**src/rtl/soqpsk_argmax_tree_pkg.sv**
```systemverilog
// Shared types and helpers for the SOQPSK signed argmax tree.
// Compare helper works on a wide signed type so any metric width up to 64 bits fits.
package soqpsk_argmax_pkg;

    localparam int CMP_W = 64;
    typedef logic signed [CMP_W-1:0] cmp_t;

    typedef enum logic {
        FRAME_IDLE = 1'b0,
        FRAME_OPEN = 1'b1
    } frame_state_e;

    function automatic int clog2(input int value);
        int r;
        r = 0;
        while ((1 << r) < value) r++;
        return r;
    endfunction

    // True when b >= a, so b (the higher-index candidate) wins ties.
    function automatic logic signed_ge(input cmp_t a, input cmp_t b);
        return (b >= a);
    endfunction

    function automatic int lane_lsb(input int lane, input int width);
        return lane * width;
    endfunction

endpackage

```
**src/rtl/soqpsk_argmax_tree_if.sv**
```systemverilog
// Beat input / frame result bundle for soqpsk_argmax_tree.
interface soqpsk_argmax_tree_if #(
    parameter int WIDTH = 12,
    parameter int N_IN  = 8,
    parameter int IDX_W = 5
);
    logic                  in_valid;
    logic                  in_first;
    logic                  in_last;
    logic [N_IN*WIDTH-1:0] in_data;
    logic                  out_valid;
    logic [WIDTH-1:0]      out_max;
    logic [IDX_W-1:0]      out_index;
    logic                  out_overflow;

    modport master (
        output in_valid, in_first, in_last, in_data,
        input  out_valid, out_max, out_index, out_overflow
    );

    modport slave (
        input  in_valid, in_first, in_last, in_data,
        output out_valid, out_max, out_index, out_overflow
    );
endinterface

```
**src/rtl/soqpsk_argmax_tree_node.sv**
```systemverilog
// One registered pairwise signed compare; operand b is the higher lane index.
module soqpsk_argmax_node
    import soqpsk_argmax_pkg::*;
#(
    parameter int WIDTH  = 12,
    parameter int LANE_W = 3
) (
    input  logic                     clk,
    input  logic                     reset,
    input  logic                     valid_i,
    input  logic signed [WIDTH-1:0]  a_val_i,
    input  logic        [LANE_W-1:0] a_idx_i,
    input  logic signed [WIDTH-1:0]  b_val_i,
    input  logic        [LANE_W-1:0] b_idx_i,
    output logic                     valid_o,
    output logic signed [WIDTH-1:0]  val_o,
    output logic        [LANE_W-1:0] idx_o
);

    logic                     pick_b;
    logic                     valid_q;
    logic signed [WIDTH-1:0]  val_q;
    logic        [LANE_W-1:0] idx_q;

    always_comb pick_b = signed_ge(cmp_t'(a_val_i), cmp_t'(b_val_i));

    // NOTE: non-blocking assignments make every tree level sample the previous level's old value.
    always_ff @(posedge clk or posedge reset) begin
        if (reset) begin
            valid_q <= 1'b0;
            val_q   <= '0;
            idx_q   <= '0;
        end else begin
            valid_q <= valid_i;
            if (valid_i) begin
                val_q <= pick_b ? b_val_i : a_val_i;
                idx_q <= pick_b ? b_idx_i : a_idx_i;
            end
        end
    end

    assign valid_o = valid_q;
    assign val_o   = val_q;
    assign idx_o   = idx_q;

endmodule

```
**src/rtl/soqpsk_argmax_tree.sv**
```systemverilog
// Pipelined signed argmax over N_IN lanes per beat with a running max across a frame.
// Tree is a heap of registered nodes: node i has children 2i+1 (lower lane) and 2i+2.
module soqpsk_argmax_tree
    import soqpsk_argmax_pkg::*;
#(
    parameter int WIDTH        = 12,
    parameter int N_IN         = 8,
    parameter int MAX_BEATS    = 4,
    parameter int IDX_W        = 5,
    parameter int INDEX_OFFSET = 0
) (
    input  logic           clk,
    input  logic           reset,
    soqpsk_argmax_tree_if.slave bus
);

    localparam int L     = clog2(N_IN);
    localparam int LW    = L;
    localparam int BW    = (MAX_BEATS > 1) ? clog2(MAX_BEATS) : 1;
    localparam int POS_W = BW + LW;
    localparam int NODES = 2 * N_IN - 1;
    localparam logic [BW-1:0] LAST_BEAT = BW'(MAX_BEATS - 1);

    typedef struct packed {
        logic          first;
        logic          last;
        logic          ovf;
        logic [BW-1:0] beat;
    } sb_t;

    frame_state_e state_q, state_d;
    logic         accept;
    logic [BW-1:0] beat_q, beat_d;
    logic          sat_q, sat_d;
    sb_t           sb_in;
    sb_t           sb_q [L];
    sb_t           sb_o;

    always_ff @(posedge clk or posedge reset) begin
        if (reset) state_q <= FRAME_IDLE;
        else       state_q <= state_d;
    end

    // NOTE: every variable gets a default first so no path through the block can infer a latch.
    always_comb begin
        state_d = state_q;
        if (accept) state_d = bus.in_last ? FRAME_IDLE : FRAME_OPEN;
    end

    always_comb accept = bus.in_valid & (bus.in_first | (state_q == FRAME_OPEN));

    // Beat number for the current beat; once it sits at LAST_BEAT every further beat overflows.
    always_comb begin
        sb_in       = '0;
        sb_in.first = bus.in_first;
        sb_in.last  = bus.in_last;
        sb_in.beat  = bus.in_first ? '0 : beat_q;
        sb_in.ovf   = bus.in_first ? 1'b0 : sat_q;
        beat_d      = beat_q;
        sat_d       = sat_q;
        if (accept) begin
            if (sb_in.beat == LAST_BEAT) begin
                beat_d = LAST_BEAT;
                sat_d  = 1'b1;
            end else begin
                beat_d = sb_in.beat + BW'(1);
                sat_d  = 1'b0;
            end
        end
    end

    always_ff @(posedge clk or posedge reset) begin
        if (reset) begin
            beat_q <= '0;
            sat_q  <= 1'b0;
            for (int s = 0; s < L; s++) sb_q[s] <= '0;
        end else begin
            beat_q  <= beat_d;
            sat_q   <= sat_d;
            sb_q[0] <= sb_in;
            for (int s = 1; s < L; s++) sb_q[s] <= sb_q[s-1];
        end
    end

    assign sb_o = sb_q[L-1];

    logic signed [WIDTH-1:0] t_val [NODES];
    logic        [LW-1:0]    t_idx [NODES];
    logic                    t_vld [NODES];

    for (genvar k = 0; k < N_IN; k++) begin : g_leaf
        assign t_val[N_IN-1+k] = bus.in_data[lane_lsb(k, WIDTH) +: WIDTH];
        assign t_idx[N_IN-1+k] = LW'(k);
        assign t_vld[N_IN-1+k] = accept;
    end

    for (genvar i = 0; i < N_IN - 1; i++) begin : g_node
        soqpsk_argmax_node #(
            .WIDTH  (WIDTH),
            .LANE_W (LW)
        ) u_node (
            .clk     (clk),
            .reset   (reset),
            .valid_i (t_vld[2*i+1] & t_vld[2*i+2]),
            .a_val_i (t_val[2*i+1]),
            .a_idx_i (t_idx[2*i+1]),
            .b_val_i (t_val[2*i+2]),
            .b_idx_i (t_idx[2*i+2]),
            .valid_o (t_vld[i]),
            .val_o   (t_val[i]),
            .idx_o   (t_idx[i])
        );
    end

    logic signed [WIDTH-1:0] acc_max_q, new_max;
    logic        [POS_W-1:0] acc_pos_q, new_pos;
    logic                    acc_ovf_q, new_ovf;
    logic                    take;
    logic                    out_valid_q;
    logic signed [WIDTH-1:0] out_max_q;
    logic        [IDX_W-1:0] out_index_q;
    logic                    out_ovf_q;

    always_comb begin
        take    = sb_o.first | signed_ge(cmp_t'(acc_max_q), cmp_t'(t_val[0]));
        new_max = take ? t_val[0] : acc_max_q;
        new_pos = take ? {sb_o.beat, t_idx[0]} : acc_pos_q;
        new_ovf = sb_o.ovf | (~sb_o.first & acc_ovf_q);
    end

    always_ff @(posedge clk or posedge reset) begin
        if (reset) begin
            acc_max_q   <= '0;
            acc_pos_q   <= '0;
            acc_ovf_q   <= 1'b0;
            out_valid_q <= 1'b0;
            out_max_q   <= '0;
            out_index_q <= '0;
            out_ovf_q   <= 1'b0;
        end else begin
            out_valid_q <= t_vld[0] & sb_o.last;
            if (t_vld[0]) begin
                acc_max_q <= new_max;
                acc_pos_q <= new_pos;
                acc_ovf_q <= new_ovf;
                if (sb_o.last) begin
                    out_max_q   <= new_max;
                    out_index_q <= IDX_W'(INDEX_OFFSET) + IDX_W'(new_pos);
                    out_ovf_q   <= new_ovf;
                end
            end
        end
    end

    assign bus.out_valid    = out_valid_q;
    assign bus.out_max      = out_max_q;
    assign bus.out_index    = out_index_q;
    assign bus.out_overflow = out_ovf_q;

endmodule

```
**src/flat_wrapper.sv**
```systemverilog
// flat-port wrapper written by rule: the top's interface ports become plain ports
module soqpsk_argmax_tree_flat import soqpsk_argmax_pkg::*;
#(
    parameter int WIDTH        = 12,
    parameter int N_IN         = 8,
    parameter int MAX_BEATS    = 4,
    parameter int IDX_W        = 5,
    parameter int INDEX_OFFSET = 0
)
  (clk, reset, bus_in_valid, bus_in_first, bus_in_last, bus_in_data, bus_out_valid, bus_out_max, bus_out_index, bus_out_overflow);
  soqpsk_argmax_tree_if #(.WIDTH(WIDTH), .N_IN(N_IN), .IDX_W(IDX_W)) bus_i ();
  input  logic clk;
  input  logic reset;
  input wire logic [$bits(bus_i.in_valid)-1:0] bus_in_valid;
  input wire logic [$bits(bus_i.in_first)-1:0] bus_in_first;
  input wire logic [$bits(bus_i.in_last)-1:0] bus_in_last;
  input wire logic [$bits(bus_i.in_data)-1:0] bus_in_data;
  output wire logic [$bits(bus_i.out_valid)-1:0] bus_out_valid;
  output wire logic [$bits(bus_i.out_max)-1:0] bus_out_max;
  output wire logic [$bits(bus_i.out_index)-1:0] bus_out_index;
  output wire logic [$bits(bus_i.out_overflow)-1:0] bus_out_overflow;
  assign bus_i.in_valid = bus_in_valid;
  assign bus_i.in_first = bus_in_first;
  assign bus_i.in_last = bus_in_last;
  assign bus_i.in_data = bus_in_data;
  assign bus_out_valid = bus_i.out_valid;
  assign bus_out_max = bus_i.out_max;
  assign bus_out_index = bus_i.out_index;
  assign bus_out_overflow = bus_i.out_overflow;
  soqpsk_argmax_tree #(.WIDTH(WIDTH), .N_IN(N_IN), .MAX_BEATS(MAX_BEATS), .IDX_W(IDX_W), .INDEX_OFFSET(INDEX_OFFSET)) u_core (.clk(clk), .reset(reset), .bus(bus_i));
endmodule
```
**config.mk**
```make
export PLATFORM = sky130hd
export DESIGN_NAME = soqpsk_argmax_tree_flat
export DESIGN_NICKNAME = d
export VERILOG_FILES = /design/src/rtl/soqpsk_argmax_tree_pkg.sv /design/src/rtl/soqpsk_argmax_tree_if.sv /design/src/rtl/soqpsk_argmax_tree_node.sv /design/src/rtl/soqpsk_argmax_tree.sv /design/src/flat_wrapper.sv
export SDC_FILE = /design/constraint.sdc
export NUM_CORES = 1
export LEC_CHECK = 0
export CAP_MARGIN = 30
export CORE_MARGIN = 2
export CORE_UTILIZATION = 50
export CTS_BUF_LIST = sky130_fd_sc_hd__clkbuf_8
export DETAILED_ROUTE_END_ITERATION = 12
export HOLD_SLACK_MARGIN = 0.02
export PLACE_DENSITY_LB_ADDON = 0.05
export SLEW_MARGIN = 20
export SYNTH_ARGS = -nofsm -noshare
export SYNTH_HDL_FRONTEND = slang
export SYNTH_SLANG_ARGS = --single-unit
```
**constraint.sdc**
```tcl
create_clock -name clk -period 6.1 [get_ports clk]
set_clock_uncertainty 0.1 [all_clocks]
set_input_delay 1.22 -clock clk [delete_from_list [all_inputs] [get_ports clk]]
set_output_delay 1.22 -clock clk [all_outputs]
set_load 0.1 [all_outputs]
```
==> impl_metrics.yaml, run 1 <==
outcome:
  outcome: "complete, no violations"
synthesis:
  synth_area_mm2: 0.00900
  synth-edff-count: 0
  syn-num-nets: 1065
  yosysWarningCount: 0
  ys_seq_elements: 156
  synth-main-ff-cell: "dfrtp_1"
  synth_area_per_cell_um2: 10.4
  postSynth.asyncResetShare_pct: 100
  ys_seq_area_share_pct: 43.4
  synth_cell_type_count: 51
  postSynthCellCount: 868
timing:
  post-route-period-util_pct: 57.6
  finalHoldViolations: 0
  tightestPinTransition_ns: 0.974
  fin_setup_tns_ns: 0
  hold_ws_ns: 0.258
  slew_viol_final: 0
  slew_headroom_pct: 34.9
  fmax_mhz: 285
  period_needed_ns: 3.51
  setup_violations: 0
  setup_ws_ns: 2.59
  rsz0062_at_grt: "no"
floorplan:
  rows: 49
  ios: 120
  fp.dieH_um: 138
  fp.dieArea_mm2: 0.0191
  coreArea_mm2: 0.0178
  initial_utilization_pct: 50.5
  die_w_um: 138
clock_network:
  clk-insertion-delay-late_ns: 0.46
  cts_hold_buf: 0
  post-cts-setup-buffers: 0
  ctsLongestPathBuffers: 2
  cts_buffers: 17
  tritoncts: "yes"
  cts_htree_levels: 4
  cts.sinks: 156
  ctsResizeCount: 0
  cts.clk_slew.worst_paths_ns: 0.10
  root_buffer: "clkbuf_8"
setup_path:
  cp-endpoint: "u_core.g_node[5].u_node.val_o[4]$_DFFE_PP0P_"
  cp.required_ns: 6.40
  cp-startpoint: "bus_in_first"
  worstRegToRegCells: 8
  start_kind: "primary input"
  cp-end-kind: "register"
  crit_path_max_fanout: 38
  criticalPathCategory: "in2reg"
  r2r_start: "u_core.g_node[3].u_node.val_o[3]$_DFFE_PP0P_"
  r2r_end: "u_core.g_node[1].u_node.val_o[1]$_DFFE_PP0P_"
  r2r_setup_slack_ns: 3.12
  arrival_ns: 3.81
power_and_ir_drop:
  power_density_mw_per_mm2: 428
  pwr-share-clk_pct: 17.1
  total_leakage_power_uw: 0.00540
  fin_total_pwr_uw: 4650
  pwr-share-comb_pct: 46.4
  power_frac_seq_pct: 36.5
  power_switching_uw: 1990
  switching_share_pct: 42.9
  p_int_uw: 2650
  vdd_drop_max_mv: 0.351
cells_and_area:
  fin_nets: 1185
  layout-drive-gt1-share_pct: 7.59
  antenna_cells: 0
  final_area_mm2: 0.0109
  syn2layout_area_growth_pct: 20.7
detailed_routing:
  vias: 6807
  drt_iter0_markers: 353
  drc: 0
  vias_per_cell: 5.53
  ant_nets: 0
  dr.pass1.iters: 5
  wirelength_mm: 20.7
  wl_per_cell_um: 16.8
hold_path:
  worstHoldPathType: "reg2reg"
global_route:
  grt_max_degree: 66
  grtUsageTotal_pct: 22.2
  first_global_vias: 7063
  grt_antenna_before_repair: 0
  grt_pass1_wl_mm: 34.8
  overflow: 0
place:
  place_area_mm2: 0.0104
  gp_congestion: 0.864
  dp_slack_ns: 1.87
  place_hpwl_mm: 16.1
  portBuffers: 119
flow_run:
  cap_violations: 0
synth_stat cells, types with 16 or more instances:
cell | n | share of area [%]
mux2i_1 | 74 | 8.2
o21ai_0 | 28 | 1.6
a21o_1 | 29 | 2.4
nand2_1 | 40 | 1.7
ha_1 | 96 | 13
inv_1 | 110 | 4.6
dfrtp_1 | 156 | 43
a21oi_1 | 63 | 3.5
a221o_1 | 26 | 2.9
nor2_1 | 66 | 2.8
nor2b_1 | 20 | 1.4
a22o_1 | 17 | 1.7
clkbuf_1 | 16 | 0.67
layer usage:
layer | vias up | wire, µm | track usage, % | share of wire, %
met3 | 30 | 768 | 4.57 | 3.7
met2 | 149 | 9860 | 35.9 | 48
met5 | - | 0 | 0 | 0
li1 | 3323 | - | - | -
met1 | 3305 | 9660 | 30.6 | 47
met4 | 0 | 416 | 6.50 | 2.0
flip-flops by register name, summed over array words and instances, names as in the netlist:
| signal | count |
|---|---|
| u_core.acc_max_q | 12 |
| u_core.acc_ovf_q | 1 |
| u_core.acc_pos_q | 5 |
| u_core.beat_q | 2 |
| u_core.bus.out_index | 5 |
| u_core.bus.out_max | 12 |
| u_core.bus.out_overflow | 1 |
| u_core.bus.out_valid | 1 |
| u_core.g_node.u_node.idx_o | 13 |
| u_core.g_node.u_node.val_o | 84 |
| u_core.g_node.u_node.valid_o | 3 |
| u_core.sat_q | 1 |
| u_core.sb_o | 5 |
| u_core.sb_q | 10 |
| u_core.state_q | 1 |
critical path: stages:
cell,delay (ns)
clkdlybuf4s50_1,0.57
o21ai_2,0.08
buf_4,0.24
inv_2,0.41
buf_4,0.46
and4b_1,0.56
a221o_1,0.23
cells in the final DEF (no fill, tap or decap), drive strengths merged, types with 5 or more instances in the layout:
cell / instances
ha: 96
a221o: 26
clkdlybuf4s50: 119
nor2: 66
nand2b: 7
and4: 8
a21oi: 63
clkbuf: 18
buf: 15
mux2: 20
nand3: 7
nor2b: 20
a22o: 17
a21o: 29
o21ai: 29
mux2i: 74
a31oi: 5
nand2: 40
inv: 119
nand4: 13
dfrtp: 156
cell families after synthesis:
| family | Yosys count | synth area share [%] |
|---|---|---|
| AOI/OAI and AO/OA | 203 | 15.7 |
| adders and majority gates | 96 | 13.3 |
| buffers and inverters | 143 | 6.55 |
| DFF | 156 | 43.4 |
| muxes | 94 | 11.1 |
| and+or+nand+nor | 176 | 9.84 |
worst min path at each step:
stage | from | end | slack (ns) | cells after the start
6_report | u_core.sb_q[11]$_DFF_PP0_ | u_core.sb_q[6]$_DFF_PP0_ | 0.26 | 0
5_1_grt | u_core.sb_q[13]$_DFF_PP0_ | u_core.sb_q[8]$_DFF_PP0_ | 0.26 | 0
4_1_cts | u_core.sb_q[11]$_DFF_PP0_ | u_core.sb_q[6]$_DFF_PP0_ | 0.25 | 0
3_5_place_dp | u_core.sb_q[11]$_DFF_PP0_ | u_core.sb_q[6]$_DFF_PP0_ | 0.23 | 0
3_3_place_gp | u_core.sb_q[14]$_DFF_PP0_ | u_core.sb_q[9]$_DFF_PP0_ | 0.23 | 0
2_1_floorplan | u_core.sb_q[5]$_DFF_PP0_ | u_core.sb_o[0]$_DFF_PP0_ | 0.23 | 0
area by class of cell:
class	count	area [µm²]
flip-flops and latches	156	3900
fillers	1460	6980
inverters	110	418
multi-input cells	569	4510
repair buffers	134	1330
clock inverters	14	168
clock buffers	18	248
well taps	229	287
power by group through the flow:
stage	Sequential, µW	Combinational (µW)	Clock, µW
floorplan	1990	1290	0
global placement	1690	2080	0
detailed placement	1720	2140	0
CTS	1700	2160	818
global route	1750	2370	864
finish	1700	2150	797
metrics by stage:
stage          cells  utilization [%]
4_1_cts         1228             60.8
5_1_grt         1230             60.9
2_1_floorplan    868                -
3_5_place_dp    1196             58.5
6_report        1230             60.9
3_3_place_gp    1194             58.3
Note: power is estimated with default switching activity, not from simulation.
==> inputs of run 2 (changes only) <==
==> constraint.sdc (replaced) <==
create_clock -name clk -period 3.27 [get_ports clk]
set_clock_uncertainty 0.1 [all_clocks]
set_input_delay 0.654 -clock clk [delete_from_list [all_inputs] [get_ports clk]]
set_output_delay 0.654 -clock clk [all_outputs]
set_load 0.1 [all_outputs]
==> impl_metrics.yaml, run 2 (synthesis gave the netlist of run 1 again) <==
outcome:
  outcome: "complete, no violations"
cells_and_area:
  layout-drive-gt1-share_pct: 10.1
  largest_reg_flops: 84
  syn2layout_area_growth_pct: 20.5
  final_common_cell: "dfrtp_1"
  fin_nets: 1193
  regArea_mm2: 0.00390
  final_area_mm2: 0.0108
  multi_input_area_mm2: 0.00451
  antenna_cells: 0
  mostFrequentLayoutCells: "156 x dfrtp_1, 109 x inv_1, 100 x clkdlybuf4s50_1"
  fillers: 1480
power_and_ir_drop:
  power_frac_seq_pct: 36.6
  p_int_uw: 4920
  total_leakage_power_uw: 0.00545
  vdd_drop_max_mv: 0.848
  pwr-share-comb_pct: 46.8
  power_density_mw_per_mm2: 795
  switching_share_pct: 42.9
  pwr-share-clk_pct: 16.6
  power_switching_uw: 3700
global_route:
  grt_antenna_before_repair: 0
  overflow: 0
  grt_pass1_wl_mm: 34.8
  first_global_vias: 7091
  grt_max_degree: 69
  grtUsageTotal_pct: 22.4
setup_path:
  r2r_setup_slack_ns: 0.63
  cp-end-kind: "register"
  cp.required_ns: 3.51
  crit_path_max_fanout: 12
  arrival_ns: 3.12
  criticalPathCategory: "in2reg"
  start_kind: "primary input"
clock_network:
  cts_buffers: 17
  root_buffer: "clkbuf_8"
  clk-insertion-delay-late_ns: 0.46
  ctsResizeCount: 0
  cts_htree_levels: 4
  tritoncts: "yes"
  cts.clk_slew.worst_paths_ns: 0.09
  post-cts-setup-buffers: 0
  ctsLongestPathBuffers: 2
  cts_hold_buf: 0
  cts.sinks: 156
hold_path:
  worstHoldPathType: "reg2reg"
timing:
  rsz0062_at_grt: "no"
  slew_headroom_pct: 42.9
  setup_violations: 0
  fin_setup_tns_ns: 0
  slew_viol_final: 0
  tightestPinTransition_ns: 0.857
  setup_ws_ns: 0.382
  finalHoldViolations: 0
  post-route-period-util_pct: 88.3
  period_needed_ns: 2.89
  fmax_mhz: 346
place:
  place_hpwl_mm: 16.4
  place_area_mm2: 0.0105
  dp_slack_ns: -0.0588
  gp_congestion: 0.867
  portBuffers: 119
detailed_routing:
  dr.pass1.iters: 5
  ant_nets: 0
  drt_iter0_markers: 408
  vias_per_cell: 5.56
  drc: 0
  vias: 6886
  wirelength_mm: 20.9
  wl_per_cell_um: 16.9
floorplan:
  fp.dieH_um: 138
  rows: 49
  fp.dieArea_mm2: 0.0191
  initial_utilization_pct: 50.5
  ios: 120
  die_w_um: 138
  coreArea_mm2: 0.0178
flow_run:
  cap_violations: 0
run 2: cell types whose count changed in the layout (fill, tap and decap cells not counted), moves of 2 or more:
cell,delta
clkinv_8,-2
clkdlybuf4s50_1,-19
buf_12,+2
buf_4,+28
run 2: metrics by stage:
| stage | utilization [%] | instances | hold WS [ns] | power, µW |
|---|---|---|---|---|
| global route | 60.8 | 1238 | 0.266 | 9230 |
| global placement | 58.6 | 1206 | 0.232 | 7070 |
| CTS | 60.8 | 1238 | 0.257 | 8680 |
| detailed placement | 58.6 | 1206 | 0.235 | 7230 |
| floorplan | - | 868 | 0.231 | 6110 |
| finish | 60.8 | 1238 | 0.255 | 8630 |
run 2: worst paths after layout:
path	from	to	cells past startpoint
worst max-delay path	bus_in_data[59]	u_core.g_node[5].u_node.val_o[5]$_DFFE_PP0P_	9
worst min-delay path	u_core.sb_q[7]$_DFF_PP0_	u_core.sb_o[2]$_DFF_PP0_	0
worst max register to register	u_core.g_node[0].u_node.val_o[10]$_DFFE_PP0P_	u_core.acc_max_q[10]$_DFFE_PP0P_	8
worst min register to register	u_core.sb_q[7]$_DFF_PP0_	u_core.sb_o[2]$_DFF_PP0_	0
max in group asynchronous	reset	u_core.g_node[1].u_node.val_o[5]$_DFFE_PP0P_	3
min in group asynchronous	reset	u_core.g_node[0].u_node.val_o[5]$_DFFE_PP0P_	2
run 2: critical path: stages:
cell and delay, ns:
clkdlybuf4s50_1 0.49, inv_1 0.05, ha_1 0.33, and4_1 0.25, and3_1 0.22, o211ai_1 0.14
a31oi_1 0.20, and4b_1 0.38, a221o_1 0.41
run 2: layout make-up:
| type | count | area share, % |
|---|---|---|
| timing repair buffer | 142 | 12.4 |
| tap | 229 | 2.64 |
| clock inverter | 15 | 1.38 |
| clock buffer | 17 | 2.16 |
| multi-input combinational | 569 | 41.6 |
| sequential | 156 | 36.0 |
| inverter | 110 | 3.84 |
run 2: power groups by stage:
stage	sequential [µW]	combinational, µW	clock [µW]
final	3150	4040	1430
after global routing	3240	4440	1550
after CTS	3150	4060	1470
after detailed placement	3190	4040	0
after global placement	3160	3920	0
after floorplan	3710	2410	0
run 2: per-layer routing:
layer	global-route usage (%)	routed length [µm]	up-vias	part of all wire, %
met3	3.67	820	32	3.9
met2	37.8	10100	165	49
met1	29.6	9500	3342	45
li1	-	-	3347	-
met5	0	0	-	0
met4	6.98	434	0	2.1
